===== config.mk =====
export PLATFORM = sky130hd
export DESIGN_NAME = router_param
export DESIGN_NICKNAME = d
export VERILOG_FILES = /design/src/rtl/router_param.sv
export SDC_FILE = /design/constraint.sdc
export NUM_CORES = 1
export LEC_CHECK = 0
export ABC_AREA = 1
export BUFFER_PORTS_ARGS = -buffer_cell sky130_fd_sc_hd__buf_4
export CORE_UTILIZATION = 30
export CTS_CLUSTER_SIZE = 16
export DETAILED_ROUTE_END_ITERATION = 7
export GPL_TIMING_DRIVEN = 0
export MAX_ROUTING_LAYER = met4
export SETUP_SLACK_MARGIN = 0.4
export SLEW_MARGIN = 20
export SYNTH_ARGS = -nofsm -noshare
export SYNTH_HDL_FRONTEND = slang
export SYNTH_HIERARCHICAL = 1
export SYNTH_SLANG_ARGS = --single-unit

===== constraint.sdc =====
create_clock -name clk -period 5.75 [get_ports clk]
set_input_delay 1.15 -clock clk [delete_from_list [all_inputs] [get_ports clk]]
set_output_delay 1.15 -clock clk [all_outputs]
set_load 0.005 [all_outputs]

===== src/rtl/router_param.sv =====
// Parametrised byte router: one packet stream demultiplexed into N_PORTS circular FIFOs.
// Reads have one cycle of latency; o_Sig_Busy stalls the source in CHECK or while the target FIFO is full.

module router_fifo #(
  parameter int W     = 8,
  parameter int DEPTH = 16
) (
  input  logic         clk,
  input  logic         reset,
  input  logic         wr_vld,
  input  logic [W-1:0] wr_dat,
  input  logic         rd_en,
  input  logic         flush,
  output logic [W-1:0] rd_dat,
  output logic         not_empty,
  output logic         full
);
  localparam int AW = $clog2(DEPTH);
  localparam logic [AW:0] PTR_ONE = (AW+1)'(1);

  logic [W-1:0] mem [DEPTH];
  logic [AW:0]  wr_ptr;
  logic [AW:0]  rd_ptr;
  logic         do_wr;
  logic         do_rd;

  assign not_empty = (wr_ptr != rd_ptr);
  assign full      = (wr_ptr[AW] != rd_ptr[AW]) && (wr_ptr[AW-1:0] == rd_ptr[AW-1:0]);
  assign do_wr     = wr_vld && !full && !flush;
  assign do_rd     = rd_en && not_empty && !flush;

  always_ff @(posedge clk) begin
    if (do_wr) mem[wr_ptr[AW-1:0]] <= wr_dat;
  end

  always_ff @(posedge clk or negedge reset) begin
    if (!reset) begin
      wr_ptr <= '0;
      rd_ptr <= '0;
      rd_dat <= '0;
    end else begin
      if (do_wr) wr_ptr <= wr_ptr + PTR_ONE;
      // A flush discards everything queued, including a write arriving this cycle.
      if (flush) begin
        rd_ptr <= wr_ptr;
      end else if (do_rd) begin
        rd_ptr <= rd_ptr + PTR_ONE;
        rd_dat <= mem[rd_ptr[AW-1:0]];
      end
    end
  end
endmodule

module router_param #(
  parameter int DATA_W     = 8,
  parameter int N_PORTS    = 3,
  parameter int ADDR_W     = 2,
  parameter int FIFO_DEPTH = 16,
  parameter int TIMEOUT    = 30
) (
  input  logic                      clk,
  input  logic                      reset,
  input  logic                      i_Valid_Packet,
  input  logic [DATA_W-1:0]         i_Input_Data,
  input  logic [N_PORTS-1:0]        i_Sig_Read_Enable,
  output logic [N_PORTS*DATA_W-1:0] o_Output_Data,
  output logic [N_PORTS-1:0]        o_Output_Valid_Data,
  output logic                      o_Error,
  output logic                      o_Drop,
  output logic                      o_Sig_Busy
);
  localparam int LEN_W = DATA_W - ADDR_W;
  localparam int NA    = 1 << ADDR_W;
  localparam int TW    = $clog2(TIMEOUT + 1);

  localparam logic [ADDR_W:0] NP      = (ADDR_W+1)'(N_PORTS);
  localparam logic [LEN_W:0]  REM_ONE = (LEN_W+1)'(1);
  localparam logic [LEN_W:0]  REM_TWO = (LEN_W+1)'(2);
  localparam logic [TW-1:0]   T_LAST  = TW'(TIMEOUT - 1);
  localparam logic [TW-1:0]   CNT_ONE = TW'(1);

  localparam logic [2:0] S_IDLE   = 3'd0;
  localparam logic [2:0] S_DATA   = 3'd1;
  localparam logic [2:0] S_PARITY = 3'd2;
  localparam logic [2:0] S_CHECK  = 3'd3;
  localparam logic [2:0] S_DROP   = 3'd4;

  typedef struct packed {
    logic [LEN_W-1:0]  len;
    logic [ADDR_W-1:0] addr;
  } hdr_t;

  logic [2:0]        state;
  logic [ADDR_W-1:0] addr_q;
  logic [LEN_W:0]    rem_q;
  logic [DATA_W-1:0] par_q;
  logic [DATA_W-1:0] par_byte_q;

  hdr_t               hdr;
  logic               hdr_ok;
  logic [NA-1:0]      full_pad;
  logic [NA-1:0]      flush_pad;
  logic [N_PORTS-1:0] full;
  logic [N_PORTS-1:0] flush;
  logic [N_PORTS-1:0] wr_vld;
  logic               busy;
  logic               accept;
  logic               wr_any;
  logic [ADDR_W-1:0]  wr_addr;

  assign hdr    = hdr_t'(i_Input_Data);
  assign hdr_ok = ({1'b0, hdr.addr} < NP);

  // Pad per-port flags out to the full address space so unmapped addresses read as zero.
  always_comb begin
    full_pad                 = '0;
    full_pad[N_PORTS-1:0]    = full;
    flush_pad                = '0;
    flush_pad[N_PORTS-1:0]   = flush;
  end

  always_comb begin
    busy = 1'b0;
    case (state)
      S_CHECK:          busy = 1'b1;
      S_DATA, S_PARITY: busy = full_pad[addr_q];
      S_IDLE:           busy = i_Valid_Packet && hdr_ok && full_pad[hdr.addr];
      default:          busy = 1'b0;
    endcase
  end

  assign o_Sig_Busy = busy;
  assign accept  = !busy && ((state == S_IDLE && i_Valid_Packet) || state == S_DATA ||
                             state == S_PARITY || state == S_DROP);
  assign wr_addr = (state == S_IDLE) ? hdr.addr : addr_q;
  assign wr_any  = accept && (state == S_DATA || state == S_PARITY || (state == S_IDLE && hdr_ok));

  // rem_q counts the bytes still owed by the source, parity byte included.
  always_ff @(posedge clk or negedge reset) begin
    if (!reset) begin
      state      <= S_IDLE;
      addr_q     <= '0;
      rem_q      <= '0;
      par_q      <= '0;
      par_byte_q <= '0;
      o_Error    <= 1'b0;
      o_Drop     <= 1'b0;
    end else begin
      o_Drop <= 1'b0;
      case (state)
        S_IDLE: begin
          if (accept) begin
            addr_q  <= hdr.addr;
            rem_q   <= {1'b0, hdr.len} + REM_ONE;
            par_q   <= i_Input_Data;
            o_Error <= 1'b0;
            if (!hdr_ok || flush_pad[hdr.addr]) state <= S_DROP;
            else if (hdr.len == '0)             state <= S_PARITY;
            else                                state <= S_DATA;
          end
        end
        S_DATA: begin
          if (accept) begin
            par_q <= par_q ^ i_Input_Data;
            rem_q <= rem_q - REM_ONE;
          end
          if (flush_pad[addr_q])            state <= S_DROP;
          else if (accept && rem_q == REM_TWO) state <= S_PARITY;
        end
        S_PARITY: begin
          if (flush_pad[addr_q]) begin
            if (accept) begin
              o_Drop <= 1'b1;
              state  <= S_IDLE;
            end else begin
              state  <= S_DROP;
            end
          end else if (accept) begin
            par_byte_q <= i_Input_Data;
            state      <= S_CHECK;
          end
        end
        S_CHECK: begin
          o_Error <= (par_byte_q != par_q);
          state   <= S_IDLE;
        end
        S_DROP: begin
          if (accept) begin
            rem_q <= rem_q - REM_ONE;
            if (rem_q == REM_ONE) begin
              o_Drop <= 1'b1;
              state  <= S_IDLE;
            end
          end
        end
        default: state <= S_IDLE;
      endcase
    end
  end

  for (genvar k = 0; k < N_PORTS; k++) begin : g_port
    logic [DATA_W-1:0] rd_dat;
    logic              vld;
    logic [TW-1:0]     idle_cnt;

    assign wr_vld[k] = wr_any && (wr_addr == ADDR_W'(k));
    assign flush[k]  = vld && !i_Sig_Read_Enable[k] && (idle_cnt == T_LAST);

    always_ff @(posedge clk or negedge reset) begin
      if (!reset)                                    idle_cnt <= '0;
      else if (!vld || i_Sig_Read_Enable[k] || flush[k]) idle_cnt <= '0;
      else                                           idle_cnt <= idle_cnt + CNT_ONE;
    end

    router_fifo #(
      .W     (DATA_W),
      .DEPTH (FIFO_DEPTH)
    ) u_fifo (
      .clk       (clk),
      .reset     (reset),
      .wr_vld    (wr_vld[k]),
      .wr_dat    (i_Input_Data),
      .rd_en     (i_Sig_Read_Enable[k]),
      .flush     (flush[k]),
      .rd_dat    (rd_dat),
      .not_empty (vld),
      .full      (full[k])
    );

    assign o_Output_Data[k*DATA_W +: DATA_W] = rd_dat;
    assign o_Output_Valid_Data[k]            = vld;
  end
endmodule


==> out/qor.log, run 1 <==
[logic_synthesis] sequential fraction of the synthesis area 61.1%
[hold_path] count of cells along the worst hold path 2
[logic_synthesis] Cells after Synth 2506
[layout] Area Growth Syn to Fin 14.4%
[routing] DR vias 16400
[worst_setup_path] endpoint of the worst-slack reg-to-reg timing path g_port[1].u_fifo/mem[2][7]
[die] die area 77500 µm²
[worst_setup_path] startpoint kind of the worst setup timing path input pin
[die] Die X 278 µm
[worst_setup_path] Worst R2R Path Depth 23
[routing] ratio of routed vias to standard cells 4.52
[power_and_ir_drop] worst-case vdd ir drop 0.300 mV
[logic_synthesis] Yosys cell types 37
[global_route] Overall Global Routing Usage 15.1%
[hold_path] Min-Delay Startpoint g_port[2].u_fifo/rd_dat[3]
[global_route] overall overflow remaining after global route 0
[placed_design] detailed placement HPWL 36700 µm
[cts] CTS root buffer sky130_fd_sc_hd__clkbuf_16
[sta] final count of negative-setup-slack endpoints 0
[layout] Multi-input gate area 6830 µm²
[cts] clock insertion delay at the later pin of the skew report 0.60 ns
[cts] Clock Path Buffers 3
[sta] unrepaired setup endpoints after global routing no
[placed_design] Port-buffer cells 43
[sta] remaining max-slew budget at the tightest pin 38.8%
[die] vertical die dimension 278 µm
[outcome] result of the run finished, final reports clean
[placed_design] standard cell area after detailed placement 24500 µm²
[sta] total negative slack for setup checks 0 ns
[sta] worst hold slack 0.479 ns
[die] Row Count 101
[hold_path] endpoint with the worst hold slack g_port[2].u_fifo/rd_dat[3]
[power_and_ir_drop] static power due to leakage 11.8 nW
[worst_setup_path] Critical Path Sink Type flop
[layout] fill cell total of the finished layout 7768
[logic_synthesis] Avg Inst Size Synth 9.15 µm²
[logic_synthesis] cell area after technology mapping 22900 µm²
[sta] Worst Slack Setup Final 1.38 ns
[sta] Max Clock Skew 0.0302 ns
[layout] Finished Cell Area 26200 µm²
[routing] wire length reported by the detailed router 57200 µm
[layout] fin util 34.6%
[die] initial cell density of the core 30.2%
[global_route] wire length of the first global-routing pass 88300 µm
[layout] layout cells sized above 1 8.44%
[layout] total number of nets in the final design 2642
[sta] worst-margin pin slew 0.914 ns
[layout] sequential cell area 14000 µm²
[cts] post-CTS setup repair buffer count 0
[layout] antenna cell count 0
[die] area inside the core boundary 75800 µm²
[sta] endpoints failing hold 0
[global_route] initial antenna violation count 1
[cts] maximum level of the CTS H-tree 2
[cts] number of buffers added by the clock tree synthesis step 50
[placed_design] pre-CTS setup slack 0.763 ns
[hold_path] class of the tightest hold or removal check reg2reg
[worst_setup_path] start of the worst register-to-register path g_port[1].u_fifo/rd_ptr[1]
[sta] Slew Limit Fails 0
[cts] clock slew at reported path FFs 0.06 ns
[routing] TritonRoute pass-1 iters 5
[worst_setup_path] r2r setup slk 1.48 ns
[sta] Max Clk Rate 229 MHz
[die] top-level port count 44
[routing] post-route DRC violation count 0
[logic_synthesis] number of flip-flops and latches in the synthesized netlist 483
[global_route] maximum number of pins on one net before global-route repair 59
[cts] clk sinks 483
[logic_synthesis] most common flop cell mapped by yosys sky130_fd_sc_hd__edfxtp_1
[cts] number of buffers inserted for hold repair after clock tree synthesis 0
[placed_design] gp weighted congestion 0.909
[logic_synthesis] fraction of synthesis flops using an asynchronous set or reset pin 20.5%
[worst_setup_path] Critical Path Fanout Max 54
[worst_setup_path] required time at the worst-slack endpoint 5.97 ns
[routing] Routed WL per cell 15.8 µm
[sta] fraction of the cycle the final worst path needs 76.0%
[power_and_ir_drop] power density of the placed cells 475 nW/µm²
[cts] post-cts repair resize count 0
[global_route] via count of the first global-routing pass 15500
[logic_synthesis] Yosys warning count 6
[worst_setup_path] startpoint-to-endpoint class of the critical path in2reg
[job] max-cap viol count 0
[routing] remaining number of nets flagged by the antenna check after routing 0
[logic_synthesis] net count after synthesis 2546
[logic_synthesis] EDFF count, synth 384
[worst_setup_path] data arrival at the endpoint of the critical path 4.59 ns
[cts] clock tree from TritonCTS yes
[sta] final worst path period need 4.37 ns
[routing] DRT iter0 DRCs 1420
==> per-stage QoR <==
stage | cells | total power [mW]
after global placement | 3527 | 9.03
after detailed placement | 3528 | 9.06
after CTS | 3621 | 12.5
after floorplan | 2506 | 7.52
final | 3621 | 12.5
after global routing | 3621 | 13.2
==> per-layer routing <==
layer	vias to the layer above	track usage (%)	part of all wire, %
li1	8087	-	-
met1	7744	21.1	48
met2	427	22.5	44
met3	92	2.16	5.5
met4	0	4.48	2.4
met5	-	-	0
==> Yosys cell counts (5+ instances only) <==
cell	count	area share (%)
sky130_fd_sc_hd__nand3_1	340	7.4
sky130_fd_sc_hd__clkbuf_1	35	0.57
sky130_fd_sc_hd__nor3_1	6	0.13
sky130_fd_sc_hd__edfxtp_1	384	50
sky130_fd_sc_hd__buf_6	8	0.39
sky130_fd_sc_hd__inv_2	12	0.20
sky130_fd_sc_hd__dfrtp_1	99	11
sky130_fd_sc_hd__buf_2	34	0.74
sky130_fd_sc_hd__xor2_1	17	0.65
sky130_fd_sc_hd__buf_4	11	0.36
sky130_fd_sc_hd__xnor2_1	32	1.2
sky130_fd_sc_hd__o21ai_2	8	0.31
sky130_fd_sc_hd__buf_1	10	0.16
sky130_fd_sc_hd__nand2_1	904	15
sky130_fd_sc_hd__a21oi_1	5	0.11
sky130_fd_sc_hd__ha_1	26	1.4
sky130_fd_sc_hd__inv_1	402	6.6
sky130_fd_sc_hd__nor2_1	96	1.6
sky130_fd_sc_hd__o21ai_0	37	0.81
==> registers in the layout, summed over array words and instances (netlist names) <==
register	count
o_Drop	1
g_port.u_fifo/wr_ptr	15
state	3
g_port.u_fifo/mem	384
o_Error	1
g_port.u_fifo/rd_dat	24
addr_q	2
par_q	8
par_byte_q	8
g_port.u_fifo/rd_ptr	15
rem_q	7
g_port.idle_cnt	15
==> cell usage in the layout (no fill, tap or decap), types with 4 or more instances in the layout <==
| cell type | netlist | final |
|---|---|---|
| sky130_fd_sc_hd__nor2_2 | 4 | 4 |
| sky130_fd_sc_hd__nor2_1 | 96 | 96 |
| sky130_fd_sc_hd__xor2_1 | 17 | 17 |
| sky130_fd_sc_hd__edfxtp_1 | 384 | 384 |
| sky130_fd_sc_hd__nor3_1 | 6 | 6 |
| sky130_fd_sc_hd__inv_1 | 402 | 402 |
| sky130_fd_sc_hd__nand2_1 | 904 | 904 |
| sky130_fd_sc_hd__buf_1 | 10 | 10 |
| sky130_fd_sc_hd__clkinv_1 | 4 | 11 |
| sky130_fd_sc_hd__clkinv_2 | 0 | 11 |
| sky130_fd_sc_hd__buf_2 | 34 | 34 |
| sky130_fd_sc_hd__dfrtp_1 | 99 | 99 |
| sky130_fd_sc_hd__o21ai_2 | 8 | 8 |
| sky130_fd_sc_hd__xnor2_1 | 32 | 32 |
| sky130_fd_sc_hd__a21oi_1 | 5 | 5 |
| sky130_fd_sc_hd__o21ai_0 | 37 | 37 |
| sky130_fd_sc_hd__ha_1 | 26 | 26 |
| sky130_fd_sc_hd__inv_6 | 1 | 4 |
| sky130_fd_sc_hd__buf_4 | 11 | 53 |
| sky130_fd_sc_hd__bufinv_16 | 0 | 7 |
| sky130_fd_sc_hd__clkbuf_16 | 0 | 52 |
| sky130_fd_sc_hd__inv_2 | 12 | 12 |
| sky130_fd_sc_hd__buf_6 | 8 | 9 |
| sky130_fd_sc_hd__clkbuf_1 | 35 | 39 |
| sky130_fd_sc_hd__nand2_2 | 4 | 4 |
| sky130_fd_sc_hd__nand3_1 | 340 | 340 |
==> logic make-up after synthesis <==
family                     Yosys count  synth area share [%]
AOI/OAI and AO/OA                   57                  1.42
xor gates and xnor gates            49                  1.87
adders and majority gates           26                  1.42
buffers and inverters              517                  9.11
DFF                                483                  61.1
and+or+nand+nor                   1374                  25.1
==> area by class of cell <==
type | instances | area share, %
multi-input cells | 1506 | 26.1
inverters | 419 | 6.01
flip-flops and latches | 483 | 53.4
plain buffers | 98 | 1.95
clock inverters | 34 | 1.40
well taps | 978 | 4.66
repair buffers | 44 | 1.35
clock buffers | 59 | 5.17
==> worst max-delay path, stage by stage <==
cell and delay, ns:
sky130_fd_sc_hd__buf_4 0.57, sky130_fd_sc_hd__inv_1 0.30, sky130_fd_sc_hd__nand3_1 0.14, sky130_fd_sc_hd__nand2_1 0.07
sky130_fd_sc_hd__nand2_1 0.10, sky130_fd_sc_hd__nand3_4 0.11, sky130_fd_sc_hd__nor2_8 0.19, sky130_fd_sc_hd__nand2_1 0.12
sky130_fd_sc_hd__nor2_1 0.10, sky130_fd_sc_hd__inv_1 0.05, sky130_fd_sc_hd__nor2_1 0.65, sky130_fd_sc_hd__nand2_2 0.16
sky130_fd_sc_hd__buf_4 0.22, sky130_fd_sc_hd__nor2_1 0.58
==> power by group <==
group	total, mW	leakage, nW	internal (mW)	switching, mW
Combinational	4.63	6.19	1.48	3.15
Sequential	4.42	4.72	4.15	0.273
Clock	3.41	0.846	2.01	1.41
==> worst max path at each step <==
stage,startpoint,to,slack (ns)
2_1_floorplan,i_Input_Data[0],g_port[2].u_fifo/mem[11][0],2.39
3_3_place_gp,i_Input_Data[0],g_port[1].u_fifo/mem[5][2],0.72
3_5_place_dp,i_Input_Data[0],g_port[1].u_fifo/mem[13][2],0.76
4_1_cts,i_Input_Data[0],g_port[1].u_fifo/mem[13][5],1.37
5_1_grt,i_Input_Data[1],g_port[2].u_fifo/mem[6][5],1.11
6_report,i_Input_Data[0],g_port[1].u_fifo/mem[2][7],1.38
(Power assumes the default switching activity.)
==> run 2: changes to the inputs <==
--- a/config.mk
+++ b/config.mk
@@ -5,7 +5,7 @@
 export SDC_FILE = /design/constraint.sdc
 export NUM_CORES = 1
 export LEC_CHECK = 0
-export ABC_AREA = 1
+export ABC_AREA = 0
 export BUFFER_PORTS_ARGS = -buffer_cell sky130_fd_sc_hd__buf_4
 export CORE_UTILIZATION = 30
 export CTS_CLUSTER_SIZE = 16
==> constraint.sdc (replaced) <==
create_clock -name clk -period 4 [get_ports clk]
set_input_delay 0.8 -clock clk [delete_from_list [all_inputs] [get_ports clk]]
set_output_delay 0.8 -clock clk [all_outputs]
set_load 0.005 [all_outputs]
==> run 2 against run 1 <==
  * Die area decreased by 10%
  * Combinational power increased by 25%
  * Clock skew increased by 0.0069 ns
  * Sequential share of layout area increased by 4.6 points
  * Sequential power increased by 46%
  * Synthesized cell count decreased by 51%
  * Register-to-register slack got worse by 0.93 ns
  * Non-clock buffer count decreased by 19
  * Clock power increased by 48%
  * Clock-buffer cell count increased by 6
  * Sequential cell count unchanged
  * Critical path type is now reg2reg
  * Largest cell class unchanged
  * Largest power group is now registers
  * Highest routed layer unchanged
==> out/qor.log, run 2 <==
[placed_design] pre-CTS setup slack -0.437 ns
[sta] fraction of the cycle the final worst path needs 86.3%
[sta] final worst path period need 3.45 ns
[logic_synthesis] EDFF count, synth 384
[logic_synthesis] Avg Inst Size Synth 16.7 µm²
[layout] most frequent cells in the layout sky130_fd_sc_hd__edfxtp_1 (384), sky130_fd_sc_hd__dfrtp_1 (99), sky130_fd_sc_hd__nand2_1 (70), sky130_fd_sc_hd__buf_4 (66), sky130_fd_sc_hd__mux4_2 (65)
[logic_synthesis] adder-cell share of the synthesized area 1.58%
[die] area inside the core boundary 67500 µm²
[worst_setup_path] startpoint-to-endpoint class of the critical path reg2reg
[global_route] via count of the first global-routing pass 11600
[power_and_ir_drop] switching part of the total power 31.7%
[logic_synthesis] Area contributors post-synth sky130_fd_sc_hd__edfxtp_1 (56%), sky130_fd_sc_hd__dfrtp_1 (12%), sky130_fd_sc_hd__mux4_2 (7.1%), sky130_fd_sc_hd__mux4_1 (2.0%), sky130_fd_sc_hd__mux2i_1 (1.7%)
[power_and_ir_drop] static power due to leakage 8.67 nW
[power_and_ir_drop] sequential share of power 37.2%
[logic_synthesis] fraction of synthesis flops using an asynchronous set or reset pin 20.5%
[cts] clock tree from TritonCTS yes
[placed_design] gp weighted congestion 0.804
[cts] clock slew at reported path FFs 0.06 ns
[logic_synthesis] combinational family with the most area after synthesis multiplexers
[logic_synthesis] most frequently used cell type in the post-synthesis netlist sky130_fd_sc_hd__edfxtp_1
[logic_synthesis] xor/xnor share of the synthesized area 2.97%
[worst_setup_path] endpoint of the worst-slack reg-to-reg timing path g_port[1].u_fifo/mem[8][0]
[logic_synthesis] Synth Area in Simple Gates 7.17%
[placed_design] Port-buffer cells 43
[power_and_ir_drop] Clock power frac 29.2%
[logic_synthesis] post-synthesis compound-gate area fraction 4.66%
[cts] Clock Path Buffers 3
[power_and_ir_drop] internal power 11.8 mW
[global_route] maximum number of pins on one net before global-route repair 65
[worst_setup_path] required time at the worst-slack endpoint 4.25 ns
[power_and_ir_drop] switching power 5.48 mW
[sta] worst-margin pin slew 0.955 ns
[die] Row Count 95
[worst_setup_path] data arrival at the endpoint of the critical path 3.70 ns
[layout] fill cell total of the finished layout 6348
[cts] maximum level of the CTS H-tree 2
[routing] DR vias 11000
[logic_synthesis] Synth top area share 55.9%
[routing] DRT iter0 DRCs 644
[worst_setup_path] startpoint kind of the worst setup timing path flop
[worst_setup_path] beginning of the critical path g_port[1].u_fifo/wr_ptr[3]
[routing] post-route DRC violation count 0
[cts] clock insertion delay at the later pin of the skew report 0.61 ns
[worst_setup_path] Worst R2R Path Depth 12
[global_route] Overall Global Routing Usage 13.5%
[outcome] result of the run finished, final reports clean
[worst_setup_path] start of the worst register-to-register path g_port[1].u_fifo/wr_ptr[3]
[sta] final count of negative-setup-slack endpoints 0
[die] die area 69800 µm²
[logic_synthesis] Cells after Synth 1233
[layout] total number of nets in the final design 1380
[logic_synthesis] net count after synthesis 1273
[die] Die X 264 µm
[logic_synthesis] number of flip-flops and latches in the synthesized netlist 483
[sta] Slew Limit Fails 0
[logic_synthesis] most common flop cell mapped by yosys sky130_fd_sc_hd__edfxtp_1
[logic_synthesis] Synth area leader sky130_fd_sc_hd__edfxtp_1
[worst_setup_path] r2r setup slk 0.55 ns
[worst_setup_path] maximum single-stage delay on the critical path 0.45 ns
[logic_synthesis] cell area after technology mapping 20600 µm²
[logic_synthesis] proportion of synthesized area in mux cells 12.7%
[sta] Max Clk Rate 290 MHz
[sta] endpoints failing hold 0
[logic_synthesis] sequential fraction of the synthesis area 68.0%
[global_route] initial antenna violation count 1
[worst_setup_path] cell family contributing the most delay on the critical path compound AO/OA/AOI/OAI gates
[worst_setup_path] Critical Path Fanout Max 10
[worst_setup_path] endpoint of the worst setup timing path g_port[1].u_fifo/mem[8][0]
[layout] commonest non-fill, non-tap cell in the layout sky130_fd_sc_hd__edfxtp_1
[routing] wire length reported by the detailed router 45000 µm
[logic_synthesis] most used standard cells in the synthesized netlist sky130_fd_sc_hd__edfxtp_1 (384), sky130_fd_sc_hd__dfrtp_1 (99), sky130_fd_sc_hd__nand2_1 (70), sky130_fd_sc_hd__mux4_2 (65), sky130_fd_sc_hd__nor2_1 (52)
[layout] Area Growth Syn to Fin 17.1%
[routing] TritonRoute pass-1 iters 5
[job] max-cap viol count 0
[routing] Routed WL per cell 19.9 µm
[worst_setup_path] critical path buffer and inverter count 2
[sta] Worst Slack Setup Final 0.550 ns
[power_and_ir_drop] power density of the placed cells 716 nW/µm²
[die] top-level port count 44
[cts] number of buffers added by the clock tree synthesis step 51
[layout] layout cells sized above 1 25.6%
[placed_design] detailed placement HPWL 28100 µm
[routing] ratio of routed vias to standard cells 4.86
[die] vertical die dimension 264 µm
[layout] Finished Cell Area 24100 µm²
[sta] Max Clock Skew 0.0372 ns
[cts] CTS root buffer sky130_fd_sc_hd__clkbuf_16
[worst_setup_path] Critical Path Sink Type flop
[logic_synthesis] Yosys warning count 6
[cts] clk sinks 483
[hold_path] class of the tightest hold or removal check in2async
[sta] remaining max-slew budget at the tightest pin 35.8%
[die] initial cell density of the core 30.5%
[worst_setup_path] cell count along the critical path 12
[global_route] overall overflow remaining after global route 0
[sta] total negative slack for setup checks 0 ns
[sta] unrepaired setup endpoints after global routing no
[layout] number of flip-flops in the largest register 384
[power_and_ir_drop] Gate power share 33.5%
[routing] remaining number of nets flagged by the antenna check after routing 0
[power_and_ir_drop] worst-case vdd ir drop 0.356 mV
[logic_synthesis] Yosys cell types 75
[worst_setup_path] ordered cell list for the critical path clkbuf_2 > xnor2_1 > nand4_2 > nor2_4 > mux2_2 > a221o_1 > o22ai_4 > o21ai_1 > nor2_1 > o211a_1 > clkbuf_4 > and3_1
[global_route] wire length of the first global-routing pass 69800 µm
[placed_design] standard cell area after detailed placement 22100 µm²
[worst_setup_path] slowest cell on the critical path sky130_fd_sc_hd__and3_1
==> run 2: changes by cell type in the layout (fill, tap and decap cells not counted), moves of 47 or more <==
cell | before | now
sky130_fd_sc_hd__nand2_1 | 904 | 70
sky130_fd_sc_hd__inv_1 | 402 | 23
sky130_fd_sc_hd__nand3_1 | 340 | 16
sky130_fd_sc_hd__mux4_2 | 0 | 65
sky130_fd_sc_hd__a22oi_1 | 1 | 48
sky130_fd_sc_hd__nor2_1 | 96 | 49
==> run 2: final cells by class <==
class	instances	area [µm²]	share of cell area (%)
Antenna cell	1	2.50	0.0104
Buffer	69	528	2.19
Clock buffer	65	1410	5.84
Clock inverter	30	412	1.71
Inverter	23	86.3	0.358
Multi-Input combinational cell	658	6140	25.4
Sequential cell	483	14000	58.0
Tap cell	873	1090	4.53
Timing Repair Buffer	54	458	1.90
==> run 2: metal layers <==
metal | track usage, % | vias to the layer above | wire length, µm
met1 | 18.0 | 5665 | 20400
met2 | 21.2 | 240 | 21700
met4 | 3.22 | 0 | 794
met3 | 2.46 | 68 | 2180
met5 | - | - | 0
li1 | - | 4993 | -
==> run 2: worst min-delay path by stage <==
stage	startpoint	to	slack, ns	depth (start not counted)
final	reset	g_port[1].u_fifo/rd_dat[6]	0.12	1
after global routing	reset	g_port[1].u_fifo/wr_ptr[2]	0.12	1
after CTS	reset	g_port[1].u_fifo/rd_dat[7]	0.09	1
after detailed placement	g_port[0].idle_cnt[0]	g_port[0].idle_cnt[0]	0.48	1
after global placement	g_port[0].idle_cnt[0]	g_port[0].idle_cnt[0]	0.47	1
after floorplan	g_port[0].idle_cnt[0]	g_port[0].idle_cnt[0]	0.46	1
==> run 2: power groups by stage <==
stage / registers (mW) / logic, mW / clock network, mW
2_1_floorplan: 6.45 / 4.05 / 0
3_3_place_gp: 6.51 / 5.58 / 0
3_5_place_dp: 6.54 / 5.68 / 0
4_1_cts: 6.44 / 5.79 / 5.17
5_1_grt: 6.51 / 6.36 / 5.37
6_report: 6.44 / 5.80 / 5.05
==> run 2: kinds of logic (layout without fill, tap and decap cells) <==
group,count (synthesis),count (layout)
buffers and inverters,92,241
AO/OA/AOI/OAI,139,139
adder cells (fa/ha/maj),26,26
flip-flops,483,483
XOR/XNOR,70,70
other,0,1
AND/OR/NAND/NOR,275,275
multiplexers,148,148
==> run 2: stage by stage <==
stage | hold slack, ns | util, % | total power, mW | std cells
after global routing | 0.123 | 35.7 | 18.2 | 2256
after floorplan | 0.461 | - | 10.5 | 1233
after detailed placement | 0.485 | 32.7 | 12.2 | 2150
after global placement | 0.473 | 32.6 | 12.1 | 2149
after CTS | 0.0908 | 35.6 | 17.4 | 2250
final | 0.117 | 35.7 | 17.3 | 2256
==> run 2: timing repair <==
item / CTS / global route
endpoints found under the setup margin: 379 / 270
pin swaps: 4 / 6
resized for setup: 27 / 26
buffers inserted: 5 / 5
hold buffers: 0 / 0
